$ cat src/rtl/proc_seq.sv
// Program sequencer for the 9-bit mv/mvi/add/sub processor (IR = III XXX YYY): fetches from a
// synchronous-read program memory, issues with a one-cycle Run, feeds the mvi immediate, waits for Done.
// Define PROC_SEQ_WATCHDOG_EN to fault to ERR after WD_LIMIT consecutive WAIT cycles without Done.

module proc_seq #(
  parameter int AW       = 5,
  parameter int WD_LIMIT = 7
) (
  input  logic          Clock,
  input  logic          Resetn,
  input  logic          Go,
  input  logic          Step,
  input  logic          Halt,
  input  logic          PcClr,
  output logic [AW-1:0] MemAddr,
  input  logic [8:0]    MemData,
  output logic [8:0]    DIN,
  output logic          Run,
  input  logic          Done,
  output logic [AW-1:0] PC,
  output logic          Busy,
  output logic          Err,
  output logic [7:0]    InstrCnt
);

  typedef enum logic [2:0] {
    S_IDLE,
    S_FI,
    S_FD,
    S_FM,
    S_ISSUE,
    S_WAIT,
    S_ERR
  } state_t;

  localparam logic [2:0] OP_MVI = 3'b001;

  if (WD_LIMIT < 1) begin : g_bad_wd_limit
    $error("proc_seq: WD_LIMIT must be at least 1");
  end

  state_t        r_state;
  logic [AW-1:0] r_pc;
  logic [AW-1:0] r_addr_hold;
  logic [8:0]    r_ir;
  logic [8:0]    r_imm;
  logic [8:0]    r_din;
  logic          r_run;
  logic          r_halt_req;
  logic          r_step_mode;
  logic [7:0]    r_cnt;

`ifdef PROC_SEQ_WATCHDOG_EN
  localparam int WDW = (WD_LIMIT > 1) ? $clog2(WD_LIMIT) : 1;
  logic [WDW-1:0] r_wd;
`endif

  logic          w_busy;
  logic          w_fd_mvi;
  logic          w_fd_bad;
  logic          w_ir_mvi;
  logic [AW-1:0] w_pc_plus1;
  logic [AW-1:0] w_pc_next;
  logic [AW-1:0] w_mem_addr;

  assign w_busy     = (r_state != S_IDLE) && (r_state != S_ERR);
  assign w_fd_mvi   = (MemData[8:6] == OP_MVI);
  assign w_fd_bad   = MemData[8];
  assign w_ir_mvi   = (r_ir[8:6] == OP_MVI);
  assign w_pc_plus1 = r_pc + AW'(1);
  assign w_pc_next  = r_pc + (w_ir_mvi ? AW'(2) : AW'(1));

  // The memory registers its address, so the address must be valid during FI/FD themselves;
  // in FD the mvi decision comes straight from MemData, hence a combinational mux plus a hold register.
  always_comb begin
    // NOTE: default assignment first so every path drives w_mem_addr and no latch is inferred.
    w_mem_addr = r_addr_hold;
    case (r_state)
      S_FI:    w_mem_addr = r_pc;
      S_FD:    if (w_fd_mvi) w_mem_addr = w_pc_plus1;
      default: ;
    endcase
  end

  // NOTE: all state below uses non-blocking assignments so every register samples pre-edge values.
  always_ff @(posedge Clock or negedge Resetn) begin
    if (!Resetn) begin
      r_state     <= S_IDLE;
      r_pc        <= '0;
      r_addr_hold <= '0;
      r_ir        <= '0;
      r_imm       <= '0;
      r_din       <= '0;
      r_run       <= 1'b0;
      r_halt_req  <= 1'b0;
      r_step_mode <= 1'b0;
      r_cnt       <= '0;
`ifdef PROC_SEQ_WATCHDOG_EN
      r_wd        <= '0;
`endif
    end else begin
      r_addr_hold <= w_mem_addr;
      r_run       <= 1'b0;
      if (Halt && w_busy) r_halt_req <= 1'b1;

      case (r_state)
        S_IDLE: begin
          if (PcClr) begin
            r_pc  <= '0;
            r_cnt <= '0;
          end else if (Step || Go) begin
            r_step_mode <= Step;
            r_state     <= S_FI;
          end
        end

        S_FI: r_state <= S_FD;

        S_FD: begin
          r_ir <= MemData;
          if (w_fd_bad) begin
            r_state <= S_ERR;
          end else if (w_fd_mvi) begin
            r_state <= S_FM;
          end else begin
            r_din   <= MemData;
            r_run   <= 1'b1;
            r_state <= S_ISSUE;
          end
        end

        S_FM: begin
          r_imm   <= MemData;
          r_din   <= r_ir;
          r_run   <= 1'b1;
          r_state <= S_ISSUE;
        end

        S_ISSUE: begin
          r_din   <= w_ir_mvi ? r_imm : r_ir;
          r_state <= S_WAIT;
`ifdef PROC_SEQ_WATCHDOG_EN
          r_wd    <= '0;
`endif
        end

        S_WAIT: begin
          if (Done) begin
            r_pc  <= w_pc_next;
            r_cnt <= r_cnt + 8'd1;
            if (r_halt_req || Halt || r_step_mode) begin
              r_halt_req  <= 1'b0;
              r_step_mode <= 1'b0;
              r_state     <= S_IDLE;
            end else begin
              r_state <= S_FI;
            end
          end
`ifdef PROC_SEQ_WATCHDOG_EN
          else if (r_wd == WDW'(WD_LIMIT - 1)) begin
            r_state <= S_ERR;
          end else begin
            r_wd <= r_wd + WDW'(1);
          end
`endif
        end

        S_ERR: begin
          if (PcClr) begin
            r_pc        <= '0;
            r_cnt       <= '0;
            r_halt_req  <= 1'b0;
            r_step_mode <= 1'b0;
            r_state     <= S_IDLE;
          end
        end

        default: r_state <= S_IDLE;
      endcase
    end
  end

  assign MemAddr  = w_mem_addr;
  assign DIN      = r_din;
  assign Run      = r_run;
  assign PC       = r_pc;
  assign Busy     = w_busy;
  assign Err      = (r_state == S_ERR);
  assign InstrCnt = r_cnt;

endmodule

$ cat config.mk
export PLATFORM = sky130hd
export DESIGN_NAME = proc_seq
export DESIGN_NICKNAME = d
export VERILOG_FILES = /design/src/rtl/proc_seq.sv
export SDC_FILE = /design/constraint.sdc
export NUM_CORES = 1
export LEC_CHECK = 0
export ABC_AREA = 1
export CORE_UTILIZATION = 57
export CTS_CLUSTER_DIAMETER = 80
export CTS_CLUSTER_SIZE = 8
export DETAILED_ROUTE_END_ITERATION = 7
export PLACE_DENSITY = 0.89
export SLEW_MARGIN = 25
export SYNTH_ARGS = -nofsm -noshare
export SYNTH_HDL_FRONTEND = slang
export SYNTH_SLANG_ARGS = --single-unit
$ cat constraint.sdc
create_clock -name Clock -period 2.7 [get_ports Clock]
set_input_delay 0.27 -clock Clock [delete_from_list [all_inputs] [get_ports Clock]]
set_output_delay 0.27 -clock Clock [all_outputs]
set_load 0.02 [all_outputs]
==> summary.txt <==
Clock tree
  • CTS tree: yes
  • Clock buffer depth: 2
  • TritonCTS Buffers: 5
  • Skew-Pair Late Insertion Delay: roughly 0.31 ns
  • Root buf cell: clkbuf_8
  • Clk sinks: 51
  • Clk slew on worst S/H paths: ~0.09 ns
  • H-tree levels: 2

Floorplanning
  • Row count: 25
  • Die width: between 70 and 80 um
  • IO Count: 46
  • Core outline area: 0.004723 mm2
  • Initial core utilization: 59.42%
  • Die area: 0.005209 mm2
  • Die Y-Extent: 72.17 um

Outcome
  • Status: completed

Layout
  • Most common cell after layout, fill and taps aside: nand2_1
  • Design area: about 0.0034 mm2
  • Layout net count: 445
  • Antenna Cells: 0
  • Most frequent cells in the layout: nand2_1 (136), dfrtp_1 (51), inv_1 (48)
  • Util after Layout: between 70% and 80%
  • Area Growth Syn to Fin: 22.34%
  • Sequential cell area: 0.001276 mm2
  • Multi-input gate area: 0.001265 mm2
  • Layout cells sized above 1: 7.294%
  • Filler cell count: 372
  • Non-filler cells, final: 492

Setup path
  • CP Data Arrival Time: between 2 and 2.5 ns
  • CP Class: reg -> out
  • CP Max Fanout: 6
  • Worst R2R Path Depth: 7
  • Reg2Reg Capture Point: PC[1]
  • CP endpoint kind: output port
  • Crit path required time: 2.43 ns
  • Worst flop-to-flop path startpoint: r_ir[7]
  • Register-to-register setup slack: around 0.53 ns
  • Worst Setup Start Kind: flip-flop

Detailed routing
  • Vias per cell: 5.244
  • Remaining antenna violation count: 0
  • DR iter-0 viols: between 200 and 250
  • DRC violations left: 0
  • Drt wl/cell: 13.01 um
  • DR pass1 iterations: 4
  • Vias: ~2,600
  • Routed WL: about 6400 um

Placed design
  • Number of buffers added on ports: 45
  • Pre-CTS setup slack: 0.2634 ns
  • Hpwl dp: 4553 um
  • Placed Instances: 483
  • Gpl congestion: roughly 0.84
  • Dpl cell area: between 0.003 and 0.004 mm2

STA
  • Slew HR: 63.10%
  • Max Fclk: 395.8 MHz
  • Final hold vios: 0
  • Final worst slack: around 0.17 ns
  • Worst-margin pin slew: 0.5528 ns
  • Slew Limit Fails: 0
  • Final Skew: 0.003523 ns
  • Tmin final: 2.526 ns
  • Final setup vio count: 0
  • RSZ-0062 raised after global routing: false
  • Hold Slack: 0.4729 ns
  • Final Cycle Share: 93.56%
  • Final setup TNS: 0 ns

Job
  • # Max-Cap Violations: 0

Power and ir drop
  • Clk pwr share: 16.3%
  • Seq pwr share: between 30% and 40%
  • Comb power frac: about half
  • Pleak: 1.732 nW
  • Cell area power density: 1130 mW/mm2
  • P_sw: 1.714 mW
  • Power after layout: roughly 3.9 mW
  • Worst VDD drop: 0.6581 mV
  • Int Pwr: roughly 2.2 mW
  • Switching Share: 44.18%

Synthesis
  • Syn Area/Cell: ~7.4 um2
  • Synth Area in Compound Gates: under 10%
  • Syn Std Cell Area: 0.002806 mm2
  • Synth Area in Adders: 2.497%
  • Number of library cell types mapped by synthesis: 30
  • Synth Instances: approximately 380
  • Multiplexer share of the synthesized area: 0%
  • Syn Nets: 400
  • Post-Synth Simple-Gate Area: 32.99%
  • XOR/XNOR Fraction of Synth Area: 1.560%
  • Largest family of logic cells by synthesized area: simple AND/OR/NAND/NOR gates
  • Synthesis Warnings: 0
  • Sequential area share after synthesis: 45.47%
  • Seq cells post-synth: just over 50

GRT
  • Vias in the first global route: 2,482
  • Initial antenna violation count: 0
  • GRT Total Usage: 26.88%
  • Total gr overflow: 0
  • First-pass GRT wire length: between 10,000 and 15,000 um
  • Largest net degree at the start of global routing: 30

Worst hold path
  • Hold crit path type: in -> async
layout make-up:
cell class              count  area share (%)
flip-flops and latches     51           37.17
multi-input cells         265           36.84
repair buffers             48           13.70
inverters                  53           5.867
well taps                  67           2.442
clock buffers               5           2.004
clock inverters             3           1.968
how the worst max path moves through the flow:
stage,startpoint,end,depth (start not counted)
2_1_floorplan,r_ir[7],PC[1],7
3_3_place_gp,MemData[7],MemAddr[0],7
3_5_place_dp,MemData[7],MemAddr[0],7
4_1_cts,r_state[2],MemAddr[4],8
5_1_grt,r_state[2],MemAddr[4],8
6_report,r_state[2],MemAddr[4],8
state kept, by name, indices dropped and copies added, names as in the netlist:
signal / flops
r_state: 3
r_halt_req: 1
PC: 5
r_imm: 9
Run: 1
r_ir: 9
r_addr_hold: 5
DIN: 9
r_step_mode: 1
InstrCnt: 8
critical path, stage by stage (launching register included):
cell             delay (ns)
dfrtp_1                0.47
inv_2                  0.12
nand3_1                0.14
nor2_2                 0.28
nand3_1                0.12
nand2_1                0.08
nand2_1                0.06
nand2_1                0.07
clkdlybuf4s50_1        0.60
kinds of logic after synthesis:
family                     after synthesis
buffers and inverters                   63
adders and majority gates                5
xor gates and xnor gates                 5
AOI/OAI and AO/OA                       39
and+or+nand+nor                        216
DFF                                     51
synthesized netlist by cell type, drive strengths merged:
master  number  area share [%]
nand3b       2            0.53
nand3       49             9.3
buf          7             1.9
o21bai       1            0.27
a21oi        2            0.36
or2          1            0.22
ha           4             1.8
a22oi        1            0.27
fa           1            0.71
o21ai       31             6.1
xor2         3            0.94
nor3         1            0.18
inv         53             7.2
nor2        21             3.1
dfrtp       51              45
clkbuf       3            0.40
xnor2        2            0.62
o211ai       4             1.1
nand2      141              19
nand4        1            0.22
power by group through the flow:
stage               registers [mW]  logic [mW]  clock network (mW)
floorplan                     1.40        1.22                   0
global placement              1.34        1.82                   0
detailed placement            1.35        1.89                   0
CTS                           1.34        1.91               0.638
global route                  1.39        2.13               0.666
finish                        1.35        1.90               0.631
what timing repair did:
item | in CTS | in global routing
gates resized for setup | 0 | 0
buffers inserted | 0 | 0
hold buffers | 1 | 0
hold endpoints to repair | 23 | 0
layer usage:
layer / up-vias / routed length [um] / track usage, % / part of all wire (%)
li1: 1273 / - / - / -
met1: 1212 / 2712 / 34.04 / 42
met2: 86 / 3233 / 45.69 / 51
met3: 9 / 355 / 5.000 / 5.5
met4: 0 / 98 / 10.68 / 1.5
met5: - / 0 / 0 / 0
(Power assumes the default switching activity.)
